File: src/rtl/rv32_ctrl_pkg.sv
// rv32_ctrl_pkg: shared opcodes, control enums and the datapath control vector for the RV32I controllers
package rv32_ctrl_pkg;
    localparam logic [6:0] OP_LUI    = 7'b0110111;
    localparam logic [6:0] OP_AUIPC  = 7'b0010111;
    localparam logic [6:0] OP_JAL    = 7'b1101111;
    localparam logic [6:0] OP_JALR   = 7'b1100111;
    localparam logic [6:0] OP_BRANCH = 7'b1100011;
    localparam logic [6:0] OP_LOAD   = 7'b0000011;
    localparam logic [6:0] OP_STORE  = 7'b0100011;
    localparam logic [6:0] OP_IMM    = 7'b0010011;
    localparam logic [6:0] OP_REG    = 7'b0110011;
    localparam logic [6:0] F7_BASE   = 7'b0000000;
    localparam logic [6:0] F7_ALT    = 7'b0100000;
    localparam logic [6:0] F7_MULDIV = 7'b0000001;
    typedef enum logic [3:0] {
        ALU_ADD, ALU_SUB, ALU_OR, ALU_XOR, ALU_AND, ALU_SLT, ALU_SLTU, ALU_SLL,
        ALU_SRL, ALU_SRA, ALU_MUL, ALU_MULH, ALU_MULHSU, ALU_MULHU, ALU_DIV, ALU_REM
    } alu_op_e;
    typedef enum logic [2:0] {EXT_I, EXT_S, EXT_SHAMT, EXT_U, EXT_B, EXT_J} ext_sel_e;
    typedef enum logic [2:0] {BR_NONE, BR_EQ, BR_NE, BR_LT, BR_GE, BR_LTU, BR_GEU, BR_JUMP} br_type_e;
    typedef enum logic [1:0] {WD_ALU, WD_LOAD, WD_PC4} wdata_sel_e;
    typedef enum logic [1:0] {OPA_RS1, OPA_PC, OPA_ZERO} opa_sel_e;
    typedef enum logic [2:0] {S_FETCH, S_DECODE, S_EXEC, S_MEM, S_WB, S_TRAP} state_e;
    typedef struct packed {
        logic       rfwrite;
        logic       use_imm;
        ext_sel_e   ext_sel;
        br_type_e   br_type;
        opa_sel_e   sel_pc;
        wdata_sel_e wdata_sel;
        alu_op_e    alu_op;
        logic       mem_en;
        logic       mem_we;
    } ctrl_vec_t;
    // alt only distinguishes SRA from SRL; ADD/SUB selection is left to the caller
    function automatic alu_op_e base_alu(input logic [2:0] f3, input logic alt);
        case (f3)
            3'b000:  return ALU_ADD;
            3'b001:  return ALU_SLL;
            3'b010:  return ALU_SLT;
            3'b011:  return ALU_SLTU;
            3'b100:  return ALU_XOR;
            3'b101:  return alt ? ALU_SRA : ALU_SRL;
            3'b110:  return ALU_OR;
            default: return ALU_AND;
        endcase
    endfunction
    function automatic logic is_branch(input br_type_e b);
        return b != BR_NONE && b != BR_JUMP;
    endfunction
endpackage

File: src/rtl/rv32_decode.sv
// rv32_decode: combinational RV32I(+M) decode of opcode/func3/func7 into a control vector and an illegal flag
module rv32_decode
    import rv32_ctrl_pkg::*;
#(
    parameter bit ENABLE_M = 1'b0
) (
    input  logic [6:0] opcode,
    input  logic [2:0] func3,
    input  logic [6:0] func7,
    output ctrl_vec_t  ctrl,
    output logic       illegal
);
    always_comb begin
        ctrl = '0;
        illegal = 1'b0;
        case (opcode)
            OP_REG: begin
                ctrl.rfwrite = 1'b1;
                if (func7 == F7_BASE)
                    ctrl.alu_op = base_alu(func3, 1'b0);
                else if (func7 == F7_ALT && func3[1:0] == 2'b00 && func3 != 3'b100)
                    ctrl.alu_op = func3[2] ? ALU_SRA : ALU_SUB;
                else if (func7 == F7_ALT && func3 == 3'b101)
                    ctrl.alu_op = ALU_SRA;
                else if (ENABLE_M && func7 == F7_MULDIV)
                    ctrl.alu_op = func3[2] ? (func3[1] ? ALU_REM : ALU_DIV)
                                           : alu_op_e'(4'd10 + {2'b00, func3[1:0]});
                else
                    illegal = 1'b1;
            end
            OP_IMM: begin
                ctrl.rfwrite = 1'b1;
                ctrl.use_imm = 1'b1;
                ctrl.ext_sel = func3[1:0] == 2'b01 ? EXT_SHAMT : EXT_I;
                ctrl.alu_op = base_alu(func3, func7[5]);
                illegal = (func3 == 3'b001 && func7 != F7_BASE) ||
                          (func3 == 3'b101 && func7 != F7_BASE && func7 != F7_ALT);
            end
            OP_LOAD: begin
                ctrl.rfwrite = 1'b1;
                ctrl.use_imm = 1'b1;
                ctrl.wdata_sel = WD_LOAD;
                ctrl.mem_en = 1'b1;
                illegal = func3 == 3'b011 || func3[2:1] == 2'b11;
            end
            OP_STORE: begin
                ctrl.use_imm = 1'b1;
                ctrl.ext_sel = EXT_S;
                ctrl.mem_en = 1'b1;
                ctrl.mem_we = 1'b1;
                illegal = func3[2] || func3 == 3'b011;
            end
            OP_LUI: begin
                ctrl.rfwrite = 1'b1;
                ctrl.use_imm = 1'b1;
                ctrl.ext_sel = EXT_U;
                ctrl.sel_pc = OPA_ZERO;
            end
            OP_AUIPC: begin
                ctrl.rfwrite = 1'b1;
                ctrl.use_imm = 1'b1;
                ctrl.ext_sel = EXT_U;
                ctrl.sel_pc = OPA_PC;
            end
            OP_JAL: begin
                ctrl.rfwrite = 1'b1;
                ctrl.use_imm = 1'b1;
                ctrl.ext_sel = EXT_J;
                ctrl.sel_pc = OPA_PC;
                ctrl.br_type = BR_JUMP;
                ctrl.wdata_sel = WD_PC4;
            end
            OP_JALR: begin
                ctrl.rfwrite = 1'b1;
                ctrl.use_imm = 1'b1;
                ctrl.br_type = BR_JUMP;
                ctrl.wdata_sel = WD_PC4;
                illegal = func3 != 3'b000;
            end
            OP_BRANCH: begin
                ctrl.ext_sel = EXT_B;
                ctrl.alu_op = ALU_SUB;
                ctrl.br_type = func3[2] ? br_type_e'({1'b0, func3[1:0]} + 3'd3)
                                        : (func3[0] ? BR_NE : BR_EQ);
                illegal = func3[2:1] == 2'b01;
            end
            default: illegal = 1'b1;
        endcase
    end
endmodule

File: src/rtl/multicycle_controller.sv
// multicycle_controller: FETCH/DECODE/EXEC/MEM/WB sequencer with registered control vector, instret and trap detection
module multicycle_controller
    import rv32_ctrl_pkg::*;
#(
    parameter bit ENABLE_M    = 1'b0,
    parameter int MEM_TIMEOUT = 16,
    parameter int CNT_W       = 32
) (
    input  logic             clk,
    input  logic             rst,
    input  logic [6:0]       opcode,
    input  logic [2:0]       func3,
    input  logic [6:0]       func7,
    input  logic             br_taken,
    input  logic             imem_ready,
    input  logic             dmem_ready,
    output logic             imem_req,
    output logic             dmem_req,
    output logic             dmem_we,
    output logic             ir_write,
    output logic             pc_write,
    output logic             rfwrite,
    output logic             Use_Imm,
    output logic [2:0]       Extend_sel,
    output logic [2:0]       br_type,
    output logic [1:0]       sel_PC,
    output logic [1:0]       wdata_sel,
    output logic [3:0]       ALUop,
    output logic             trap,
    output logic [1:0]       trap_cause,
    output logic [CNT_W-1:0] instret,
    output logic [2:0]       state_o
);
    localparam int WW = MEM_TIMEOUT > 0 ? $clog2(MEM_TIMEOUT + 1) : 1;
    state_e         state, state_n;
    ctrl_vec_t      ctrl_d, ctrl_q, ctrl_o;
    logic           illegal, tmo, taken_unused;
    logic [1:0]     cause_n;
    logic [WW-1:0]  wait_cnt;
    rv32_decode #(.ENABLE_M(ENABLE_M)) u_dec (
        .opcode (opcode),
        .func3  (func3),
        .func7  (func7),
        .ctrl   (ctrl_d),
        .illegal(illegal)
    );
    // br_taken steers the PC mux in the datapath; the controller retires a branch either way
    assign taken_unused = br_taken;
    assign tmo = MEM_TIMEOUT != 0 && 32'(wait_cnt) == 32'(MEM_TIMEOUT - 1);
    always_comb begin
        state_n = state;
        cause_n = trap_cause;
        imem_req = 1'b0;
        ir_write = 1'b0;
        pc_write = 1'b0;
        dmem_req = 1'b0;
        dmem_we = 1'b0;
        if (!rst) case (state)
            S_FETCH: begin
                imem_req = 1'b1;
                ir_write = imem_ready;
                state_n = imem_ready ? S_DECODE : tmo ? S_TRAP : S_FETCH;
                cause_n = !imem_ready && tmo ? 2'd2 : trap_cause;
            end
            S_DECODE: begin
                state_n = illegal ? S_TRAP : S_EXEC;
                cause_n = illegal ? 2'd1 : trap_cause;
            end
            S_EXEC: begin
                pc_write = is_branch(ctrl_q.br_type);
                state_n = ctrl_q.mem_en ? S_MEM : pc_write ? S_FETCH : S_WB;
            end
            S_MEM: begin
                dmem_req = 1'b1;
                dmem_we = ctrl_q.mem_we;
                pc_write = dmem_ready && ctrl_q.mem_we;
                state_n = dmem_ready ? (ctrl_q.mem_we ? S_FETCH : S_WB) : tmo ? S_TRAP : S_MEM;
                cause_n = !dmem_ready && tmo ? 2'd3 : trap_cause;
            end
            S_WB: begin
                pc_write = 1'b1;
                state_n = S_FETCH;
            end
            default: ;
        endcase
    end
    always_ff @(posedge clk) begin
        if (rst) begin
            state <= S_FETCH;
            ctrl_q <= '0;
            trap_cause <= 2'd0;
            instret <= '0;
            wait_cnt <= '0;
        end else begin
            state <= state_n;
            trap_cause <= cause_n;
            if (state == S_DECODE) ctrl_q <= illegal ? '0 : ctrl_d;
            if (pc_write) instret <= instret + CNT_W'(1);
            // staying in FETCH/MEM implies ready was low this cycle
            wait_cnt <= state_n != state ? '0 :
                        (state == S_FETCH || state == S_MEM) ? wait_cnt + WW'(1) : wait_cnt;
        end
    end
    assign ctrl_o = rst ? '0 : ctrl_q;
    assign rfwrite = ctrl_o.rfwrite && state == S_WB;
    assign Use_Imm = ctrl_o.use_imm;
    assign Extend_sel = ctrl_o.ext_sel;
    assign br_type = ctrl_o.br_type;
    assign sel_PC = ctrl_o.sel_pc;
    assign wdata_sel = ctrl_o.wdata_sel;
    assign ALUop = ctrl_o.alu_op;
    assign trap = !rst && state == S_TRAP;
    assign state_o = state;
endmodule

File: config.mk
export PLATFORM = sky130hd
export DESIGN_NAME = multicycle_controller
export DESIGN_NICKNAME = d
export VERILOG_FILES = /design/src/rtl/rv32_ctrl_pkg.sv /design/src/rtl/rv32_decode.sv /design/src/rtl/multicycle_controller.sv
export SDC_FILE = /design/constraint.sdc
export NUM_CORES = 1
export LEC_CHECK = 0
export CORE_MARGIN = 2
export CORE_UTILIZATION = 50
export DETAILED_ROUTE_END_ITERATION = 6
export PLACE_DENSITY_LB_ADDON = 0.1
export SETUP_SLACK_MARGIN = 0.2
export SYNTH_ARGS = -nofsm -noshare
export SYNTH_HDL_FRONTEND = slang
export SYNTH_SLANG_ARGS = --single-unit
File: constraint.sdc
create_clock -name clk -period 3.4 [get_ports clk]
set_clock_uncertainty 0.15 [all_clocks]
set_input_delay 1.02 -clock clk [delete_from_list [all_inputs] [get_ports clk]]
set_output_delay 1.02 -clock clk [all_outputs]
set_load 0.05 [all_outputs]
==> out/metrics.csv, run 1 <==
metric,value,unit
outcome,"complete, no violations",
Buffers on Ports,79,
total number of vias,3458,
synthesized area,0.00342,mm²
Worst VDD drop,0.392,mV
RSZ-0062 raised after global routing,no,
total grt overflow,0,
CTS Buffer Depth,2,
CP max-delay cell,nor4_4,
Slowest Stage Delay on Critical Path,320,ps
syn_nets,453,
Hold Path Cell Cnt,2,
Area Growth Syn to Fin,40.6,%
WP depth,4,
met3 wire len,300,µm
Crit Path Category,in -> out,
CTS H-tree depth,3,
fin nets,548,
Final TNS setup,0,ps
DP Area,0.00461,mm²
Final WS setup,322,ps
"Req. time, crit path",2230,ps
Final Cycle Share,90.5,%
drt drc,0,
vias per cell,5.73,
chip width,86.7,µm
worst hold slack,330,ps
Final Max Tran Viols,0,
setup repair bufs after CTS,0,
vias in the first global route,3177,
number of max-cap violations,0,
synthesized area per cell,8.08,µm²
Crit path max-delay family,simple AND/OR/NAND/NOR gates,
Starting Density,50.9,%
Static Leak,1.71,nW
cell row count,30,
final WL,8270,µm
Synth cell types,61,
"most common cell after layout, fill and taps aside",dfxtp_1,
GPL Wtd Cong,0.914,
Critical path buffers and inverters,2,
Ys Warns,0,
root buffer cell,clkbuf_8,
top_reg_cell synth,dfxtp_1,
"Arr. time, crit path",1910,ps
Power Total,1.93,mW
largest net degree at the start of global routing,28,
Slew Limit Headroom,58.0,%
Yosys reg bits,60,
DIE AREA,0.00751,mm²
Layout Cells excl Fill,603,
cts hold-fix bufs,0,
Placed Cells incl. Taps,587,
Async SR Flop Fraction,0,%
CORE AREA,0.00672,mm²
Crit Path Max Fanout,12,
WL met1,3740,µm
final hold violation count,0,
TritonRoute pass-1 iters,4,
post-synthesis cell count,423,
share of layout cells above drive strength 1,19.7,%
Resize count post-CTS,4,
CP Launch Type,input pin,
final instance area,0.00480,mm²
"commonest non-fill, non-tap cells in the layout","dfxtp_1 (59), clkdlybuf4s50_1 (55), buf_4 (36)",
"EDFF count, synth",0,
top layer reached by signal wires,met4,
clk slew on worst S/H paths,70,ps
final setup vio count,0,
clock latency on the worst-skew pair,330,ps
power density over cell area,401,mW/mm²
worst slew pin tran,629,ps
Layout Utilization,71.5,%
min Tclk post-route,3080,ps
number of top-level pins,81,
CP cell instances,buf_2 -> nor4_4 -> and2_4 -> buf_12,
initial antenna violation count,0,
DR WL met2,4100,µm
Die Ht,86.7,µm
post-synthesis sequential area ratio,35.2,%
clock sinks,60,
hpwl dp,6190,µm
CP Capture Type,output pin,
Worst Hold Class,reg -> reg,
ANT cells,0,
gr usage total,22.8,%
first-pass GRT wire length,14000,µm
starting DRC count in detailed routing,82,
cts bufs inserted,9,
CTS tree,yes,
post-DR wirelength/cell,13.7,µm
FMAX,0.325,GHz
Post-Place Setup Slack,-24.8,ps
ANT nets after route,0,
R2R cell count,8,
-- layer usage --
layer | global-route usage (%) | up-vias
met5 | 0 | -
met4 | 9.09 | 0
met3 | 3.71 | 13
met2 | 40.1 | 80
met1 | 27.7 | 1617
li1 | - | 1748
-- worst reg2reg max path, cell delays in order, from the launching register on --
cell and delay [ps]:
dfxtp_1 310, buf_4 200, or3b_4 420, nor3_4 180, buf_4 210, o2111ai_2 250
buf_4 280, or3_1 350, a21oi_1 180
-- cells in the mapped netlist (all sizes together), types with 11 or more instances --
library cell	number	share of area, %
nor2b	22	4.0
o21ai	30	4.5
nand2	35	3.8
or3	13	2.4
nor2	34	3.7
inv	16	1.8
clkbuf	18	2.0
dfxtp	60	35
o31ai	17	3.7
or4	11	2.4
a21oi	33	4.8
-- power breakdown --
part / internal (mW) / switching [mW] / total, mW
sequential: 0.730 / 0.0422 / 0.772
clock: 0.338 / 0.285 / 0.624
combinational: 0.216 / 0.317 / 0.533
-- state kept, by name, summed over array words and instances (netlist names) --
name and count:
instret 32, state_o 3, trap_cause 2, wait_cnt 5
ctrl_q 18
-- layout make-up --
cell class | instances | area (µm²)
Clock buffer | 10 | 128
Clock inverter | 6 | 63.8
Fill cell | 563 | 1910
Inverter | 16 | 60.1
Multi-Input combinational cell | 324 | 2140
Sequential cell | 60 | 1200
Tap cell | 80 | 100
Timing Repair Buffer | 107 | 1110
-- final timing paths --
kind,start,end,slack (ps)
setup reg to reg,state_o[1],instret[30],810
setup / recovery,rst,ir_write,320
hold / removal,ctrl_q[17],ctrl_q[17],330
hold reg to reg,ctrl_q[17],ctrl_q[17],330
-- cells by family after synthesis --
kind of cell | count (synthesis) | share of synthesized area [%]
xor gates and xnor gates | 12 | 3.08
buffers and inverters | 39 | 4.87
AOI/OAI and AO/OA | 120 | 23.0
and+or+nand+nor | 178 | 29.1
DFF | 60 | 35.2
muxes | 6 | 1.87
adders and majority gates | 8 | 2.93
No activity file was read; power rests on OpenSTA's default activity.
==> run 2, diff against run 1 <==
--- a/config.mk
+++ b/config.mk
@@ -5,7 +5,7 @@
 export SDC_FILE = /design/constraint.sdc
 export NUM_CORES = 1
 export LEC_CHECK = 0
-export CORE_MARGIN = 2
+export CORE_MARGIN = 1.5
 export CORE_UTILIZATION = 50
 export DETAILED_ROUTE_END_ITERATION = 6
 export PLACE_DENSITY_LB_ADDON = 0.1
==> out/metrics.csv, run 2 (synthesis gave the netlist of run 1 again) <==
metric,value,unit,change
outcome,finished with violations,,
failing checks,DRC,,
Final Cycle Share,90.2,%,-0.34 points
root buffer cell,clkbuf_8,,
largest net degree at the start of global routing,21,,-25%
Final TNS setup,0,ps,unchanged
Area Growth Syn to Fin,43.0,%,
Placed Cells incl. Taps,579,,-1.4%
CTS Buffer Depth,2,,unchanged
"commonest non-fill, non-tap cells in the layout","dfxtp_1 (58), clkdlybuf4s50_1 (55), nand2_1 (35)",,
FMAX,0.326,GHz,+0.38%
initial antenna violation count,0,,unchanged
CP Capture Type,output pin,,
total number of vias,3508,,+1.4%
number of top-level pins,81,,unchanged
gr usage total,24.1,%,+1.2 points
cts bufs inserted,9,,unchanged
first-pass GRT wire length,14300,µm,+2.1%
total grt overflow,0,,unchanged
Starting Density,52.9,%,+2.0 points
Crit Path Max Fanout,12,,unchanged
CTS H-tree depth,3,,unchanged
Die Ht,85.7,µm,-1.2%
vias per cell,5.89,,+2.6%
Worst VDD drop,0.347,mV,-12%
ANT cells,0,,unchanged
ANT nets after route,0,,unchanged
Regs by FF count,"instret x32, ctrl_q x18, wait_cnt x5",,
Final Max Tran Viols,0,,unchanged
CTS tree,yes,,
"Arr. time, crit path",1900,ps,about the same
DP Area,0.00468,mm²,+1.5%
Slew Limit Headroom,57.1,%,-0.97 points
min Tclk post-route,3070,ps,-11.7 ps
final instance area,0.00488,mm²,+1.7%
drt drc,6,,+6
"most common cell after layout, fill and taps aside",dfxtp_1,,
DIE AREA,0.00734,mm²,-2.3%
starting DRC count in detailed routing,87,,+6.1%
CORE AREA,0.00646,mm²,-3.9%
cts hold-fix bufs,0,,unchanged
Buffers on Ports,79,,unchanged
vias in the first global route,3170,,-0.22%
Static Leak,1.72,nW,+0.22%
final hold violation count,0,,unchanged
cell row count,29,,-3.3%
clock sinks,60,,unchanged
Crit Path Category,in -> out,,
"Req. time, crit path",2230,ps,about the same
fin nets,544,,-0.73%
GPL Wtd Cong,0.884,,-3.3%
final WL,8680,µm,+4.8%
Worst Hold Class,reg -> reg,,
Layout Cells excl Fill,596,,-1.2%
largest reg by FF count,instret,,
clk slew on worst S/H paths,70,ps,about the same
TritonRoute pass-1 iters,7,,+3
power density over cell area,399,mW/mm²,-0.63%
CP Launch Type,input pin,,
clock latency on the worst-skew pair,350,ps,+20 ps
worst slew pin tran,644,ps,+14.6 ps
post-DR wirelength/cell,14.6,µm,+6.1%
Layout Utilization,75.6,%,+4.1 points
share of layout cells above drive strength 1,19.5,%,-0.23 points
max FFs per register,32,,unchanged
hpwl dp,6220,µm,+0.46%
number of max-cap violations,0,,unchanged
final setup vio count,0,,unchanged
Power Total,1.95,mW,+1.0%
chip width,85.7,µm,-1.2%
RSZ-0062 raised after global routing,no,,
-- run 2: power by group --
group / internal [mW] / switching, mW
sequential: 0.730 / 0.0435
combinational: 0.217 / 0.317
clock: 0.334 / 0.307
-- run 2: per-layer routing --
layer | track usage (%) | vias up | part of all wire, %
met5 | 0 | - | 0
met4 | 11.1 | 0 | 1.8
met3 | 3.75 | 16 | 5.3
met2 | 40.4 | 110 | 50
met1 | 30.4 | 1644 | 43
li1 | - | 1738 | -
-- run 2: worst paths after layout --
kind | start | end | slack [ps] | cells after the start
worst min register to register | trap_cause[1] | trap_cause[1] | 320 | 2
worst min-delay path | trap_cause[1] | trap_cause[1] | 320 | 2
worst max register to register | state_o[1] | instret[22] | 730 | 7
worst max-delay path | rst | ir_write | 330 | 4
-- run 2: metrics by stage --
stage | setup WS (ps) | hold WS [ps]
after floorplan | -84.3 | 268
after global placement | 40.2 | 309
after detailed placement | 14.9 | 315
after CTS | 257 | 329
after global routing | 294 | 348
final | 334 | 322
-- run 2: final cells by class --
| cell class | instances | area, µm² |
|---|---|---|
| clock buffers | 9 | 124 |
| clock inverters | 7 | 67.6 |
| fillers | 496 | 1570 |
| inverters | 16 | 60.1 |
| multi-input cells | 324 | 2140 |
| flip-flops and latches | 60 | 1200 |
| well taps | 77 | 96.3 |
| repair buffers | 103 | 1200 |
-- run 2: timing repair --
item	in CTS	in global routing
resized for setup	4	1
pin swaps	2	0
buffers inserted	1	0
setup endpoints to repair	1	1
-- run 2: worst max-delay path, cell delays in order --
cell	delay (ps)
buf_2	210
nor4_4	320
and2_4	220
buf_12	130
==> patch 1, RTL diff (flow settings as in run 1) <==
`ENABLE_M` is set to 1'b0 in 2 places; all go to 1'b1.
--- a/src/rtl/rv32_decode.sv
+++ b/src/rtl/rv32_decode.sv
@@ -2,7 +2,7 @@
 module rv32_decode
     import rv32_ctrl_pkg::*;
 #(
-    parameter bit ENABLE_M = 1'b0
+    parameter bit ENABLE_M = 1'b1
 ) (
     input  logic [6:0] opcode,
     input  logic [2:0] func3,
--- a/src/rtl/multicycle_controller.sv
+++ b/src/rtl/multicycle_controller.sv
@@ -2,7 +2,7 @@
 module multicycle_controller
     import rv32_ctrl_pkg::*;
 #(
-    parameter bit ENABLE_M    = 1'b0,
+    parameter bit ENABLE_M    = 1'b1,
     parameter int MEM_TIMEOUT = 16,
     parameter int CNT_W       = 32
 ) (
Function: changed (a bounded check fails within 4 cycles, from zero or initial values and one cycle with rst high).
==> patch 1 against run 1 <==
- total power up 16%
- first-iteration DRC count rose by 65%
- wire length up 13%
- combinational power rose by 41%
- hold slack improved by 3.3 ps
- synthesized area grew 6.8%
- critical path depth shrank 3
- sequential cell count stayed put
- cell area up 8.4%
- clock power up 9.3%
- fmax shrank 2.0%
- sequential power increased by 4.0%
- setup slack lost 63 ps
- synthesized cell count rose by 7.8%
==> patch 1: results (changes against run 1) <==
GRT Overall Usage = 23.89% (was 22.82%)
Fillers = 575 (was 563)
Final wirelength = 9378 µm (was 8274 µm)
Comb_multi_in = 352 (was 324)
Arrival time worst endpoint = 1970 ps (was 1910 ps)
Worst R2R Setup Slack = 850 ps (was 810 ps)
Footprint of the multi-input gates = 2338 µm² (was 2136 µm²)
Met2 track demand over resource = 39.93% (was 40.07%)
Clock-cell share = 3.939% (was 3.984%)
DP Area = 4994 µm² (was 4606 µm²)
CP peak stage delay = 920 ps (was 320 ps)
Worst r2r dst = instret[27] (was instret[30])
First-pass GRT wire length = 15180 µm (was 14010 µm)
Hold Path Sink = ctrl_q[10] (was ctrl_q[17])
Drt first pass iters = 5 (was 4)
DR WL met2 = 4653 µm (was 4098 µm)
Hold path startpoint = ctrl_q[10] (was ctrl_q[17])
Routed WL per cell = 14.30 µm (was 13.72 µm)
Vias in the first global route = 3360 (was 3177)
Sequential cell area share = 23.05% (was 25.03%)
Synth cell count leaders = dfxtp_1, nand2_1, nor2_1 (unchanged)
CP max FO = 15 (was 12)
Synth top area cells = dfxtp_1, a21oi_1, nand2_1 (was dfxtp_1, a21oi_1, o21ai_0)
Seq_cells = 60 (unchanged)
R2R depth = 6 (was 8)
Mean post-synth cell area = 8.007 µm² (was 8.078 µm²)
Leakage = 1.788 nW (was 1.712 nW)
NumNets Final = 585 (was 548)
Netlist cell types = 66 (was 61)
Fin util = 72.61% (was 71.51%)
Inverters = 19 (was 16)
Worst setup endpoint = state_o[1] (was ir_write)
Avg Vias per Cell = 5.716 (was 5.735)
Classification of the worst setup path = reg2out (was in2out)
Max VDD drop = 0.0003093 V (was 0.0003924 V)
Net count after synthesis = 488 (was 453)
Post-detail-place hpwl = 7016 µm (was 6191 µm)
Register area share after synthesis = 32.90% (was 35.15%)
Status = finished clean (unchanged)
Largest net degree at the start of global routing = 31 (was 28)
Share of cells above drive strength 1 = 18.85% (was 19.69%)
Final non-clock buffer share = 24.38% (was 23.20%)
Die footprint = 8001 µm² (was 7512 µm²)
Worst hold margin = 333.5 ps (was 330.2 ps)
Non-CTS buffers = 111 (was 107)
CP delay by family, top = buffers and inverters (was simple AND/OR/NAND/NOR gates)
[patch 1: changes by cell type in the layout (fill, tap and decap cells not counted), moves of 6 or more]
| cell | delta |
|---|---|
| and3_1 | -6 |
| buf_4 | -6 |
| buf_12 | +10 |
| nor2b_2 | -8 |
| nor2b_1 | +6 |
| nand3_1 | +6 |
| o21ai_2 | +9 |
| nand2_1 | +9 |
| o21ai_0 | -7 |
[patch 1: kinds of logic after synthesis]
logic type                 count (synthesis)  synth area share (%)
adders and majority gates                 10                 3.427
xor gates and xnor gates                  13                 3.119
and+or+nand+nor                          199                 29.30
buffers and inverters                     44                 4.969
muxes                                      5                 1.714
AOI/OAI and AO/OA                        125                 24.57
DFF                                       60                 32.90
[patch 1: power by group]
group,internal (mW),switching (mW)
Clock,0.406,0.276
Sequential,0.742,0.0607
Combinational,0.288,0.465
Total,1.44,0.801
[patch 1: repair_timing]
item	in CTS	in global routing
endpoints found under the hold margin	0	0
setup endpoints to repair	1	0
hold buffers	0	0
resized for setup	3	0
==> patch 2, RTL diff (settings of run 1) <==
Made on the original files. Make the reset (`rst`) asynchronous in one clocked block.
--- a/src/rtl/multicycle_controller.sv
+++ b/src/rtl/multicycle_controller.sv
@@ -84,7 +84,7 @@
             default: ;
         endcase
     end
-    always_ff @(posedge clk) begin
+    always_ff @(posedge clk or posedge rst) begin
         if (rst) begin
             state <= S_FETCH;
             ctrl_q <= '0;
Check against the original RTL: differs if rst is asserted again (counterexample within 4 cycles, from zero or initial values and one cycle with rst high); with rst held inactive, the same outputs for 10 cycles.
==> patch 2 against run 1 <==
- wire length up 9.9%
- synthesized area rose by 6.4%
- global-route usage up 0.61 points
- sequential cell count is the same
- cell area up 13%
- sequential share of layout area up 2.7 points
- setup slack worse by 240 ps
Power is not compared: it rests on default switching activity, and its combinational part moved more than twofold at a synthesized area within 25%.
==> patch 2: results (changes against run 1) <==
Vias in the first global route = 3165 (was 3177)
Max reg flops = 32 (unchanged)
Initial drt markers = 152 (was 82)
Netlist cell types = 65 (was 61)
Mean post-synth cell area = 9.252 µm² (was 8.078 µm²)
Post-detail-place hpwl = 6503 µm (was 6191 µm)
Compound-Gate Fraction of Synth Area = 13.83% (was 23.00%)
DP Area = 5001 µm² (was 4606 µm²)
Arrival time worst endpoint = 2150 ps (was 1910 ps)
FFs w/ async S/R, synth = 100.0% (was 0%)
CP delay by family, top = simple AND/OR/NAND/NOR gates (unchanged)
Fraction of synthesized area in multiplexers = 1.136% (was 1.867%)
Worst hold path type = reg2reg (unchanged)
Share of cells above drive strength 1 = 27.20% (was 19.69%)
Clock tree buffer depth = 2 (unchanged)
Slowest-stage cell, CP = dfrtp_1 (was nor4_4)
EDFF count, synth = 0 (unchanged)
CP max FO = 3 (was 12)
Antenna diodes = 0 (unchanged)
Adder-Cell Fraction of Synth Area = 2.753% (was 2.929%)
Initial antenna violation count = 0 (unchanged)
Status = finished clean (unchanged)
Tightest Pin Transition = 765.5 ps (was 629.3 ps)
Cell Count Post-Placement = 591 (was 587)
Yosys warns = 0 (unchanged)
Drt first pass iters = 5 (was 4)
Post-Synth XOR/XNOR Area = 8.431% (was 3.076%)
Register area share after synthesis = 41.29% (was 35.15%)
Net count after synthesis = 423 (was 453)
CP peak stage delay = 360 ps (was 320 ps)
PortBufs = 79 (unchanged)
Synth cell count leaders = dfrtp_1, nand2_1, nor2_1 (was dfxtp_1, nand2_1, nor2_1)
Via Count = 3376 (was 3458)
Synth top area cells = dfrtp_1, xor2_1, nand2_1 (was dfxtp_1, a21oi_1, o21ai_0)
GRT Overall Usage = 23.43% (was 22.82%)
Routed WL per cell = 14.64 µm (was 13.72 µm)
First-pass GRT wire length = 14590 µm (was 14010 µm)
Final wirelength = 9092 µm (was 8274 µm)
Largest net degree at the start of global routing = 62 (was 28)
NumNets Final = 547 (was 548)
Placer congestion estimate = 0.8967 (was 0.9142)
CTS Buf Count = 9 (unchanged)
## patch 2: cell count changes after synthesis, sizes merged, moves of 14 or more
cell,change
a21oi,-19
dfrtp,+60
dfxtp,-60
nor3,+14
o21ai,-15
xor2,+15
## patch 2: per-stage QoR
step	TNS, ps	utilization [%]	hold WS (ps)	setup slack (ps)
after global routing	-43.27	75.84	343.6	-43.27
after detailed placement	-1006	70.07	311.8	-273.0
after CTS	0	75.23	327.6	95.01
after floorplan	-982.3	-	285.0	-430.1
final	0	75.84	323.1	80.33
after global placement	-757.4	70.07	301.2	-228.8
## patch 2: layer usage
layer	wire, µm	up-vias	global-route usage [%]
li1	-	1633	-
met2	4551	91	39.46
met4	140	0	6.649
met5	0	-	0
met3	337	14	4.063
met1	4062	1638	31.08
## patch 2: final timing paths
check                            startpoint           to  slack [ps]  cells past startpoint
worst max register to register  wait_cnt[0]  wait_cnt[4]         220                     17
max in group asynchronous               rst   instret[9]        1630                      3
worst max-delay path            wait_cnt[1]      rfwrite          80                     10
worst min register to register    ctrl_q[9]    ctrl_q[9]         320                      2
min in group asynchronous               rst  wait_cnt[3]         980                      3
worst min-delay path              ctrl_q[9]    ctrl_q[9]         320                      2
## patch 2: power breakdown
group / switching [mW] / leakage, nW / internal [mW]
Clock: 0.304 / 0.117 / 0.440
Sequential: 0.108 / 0.782 / 0.787
Combinational: 0.672 / 1.46 / 0.528
## patch 2: timing repair
action                                  4_1_cts  5_1_grt
resized for setup                            16       10
hold buffers                                  0        0
buffers inserted                             13        1
endpoints found under the setup margin       22        8
pin swaps                                     9       11
## patch 2: logic make-up (layout without fill, tap and decap cells)
logic type      count (synthesis)  after routing
compound gates                 68             68
xor+xnor                       35             35
fa+ha+maj                       8              8
buf+inv                        37            166
flops                          60             60
mux                             4              4
simple gates                  181            181
## patch 2: worst min-delay path, cell delays in order, from the launching register on
cell and delay (ps):
dfrtp_1 340, nand2_1 50, o41ai_1 50
## patch 2: cell type report
cell class                 count  area [µm²]
sequential                    60        1501
fill                         524        1724
tap                           99       123.9
inverter                      18       73.82
clock buffer                  10       137.6
multi-input combinational    296        2076
timing repair buffer         132        1405
clock inverter                 6       95.09
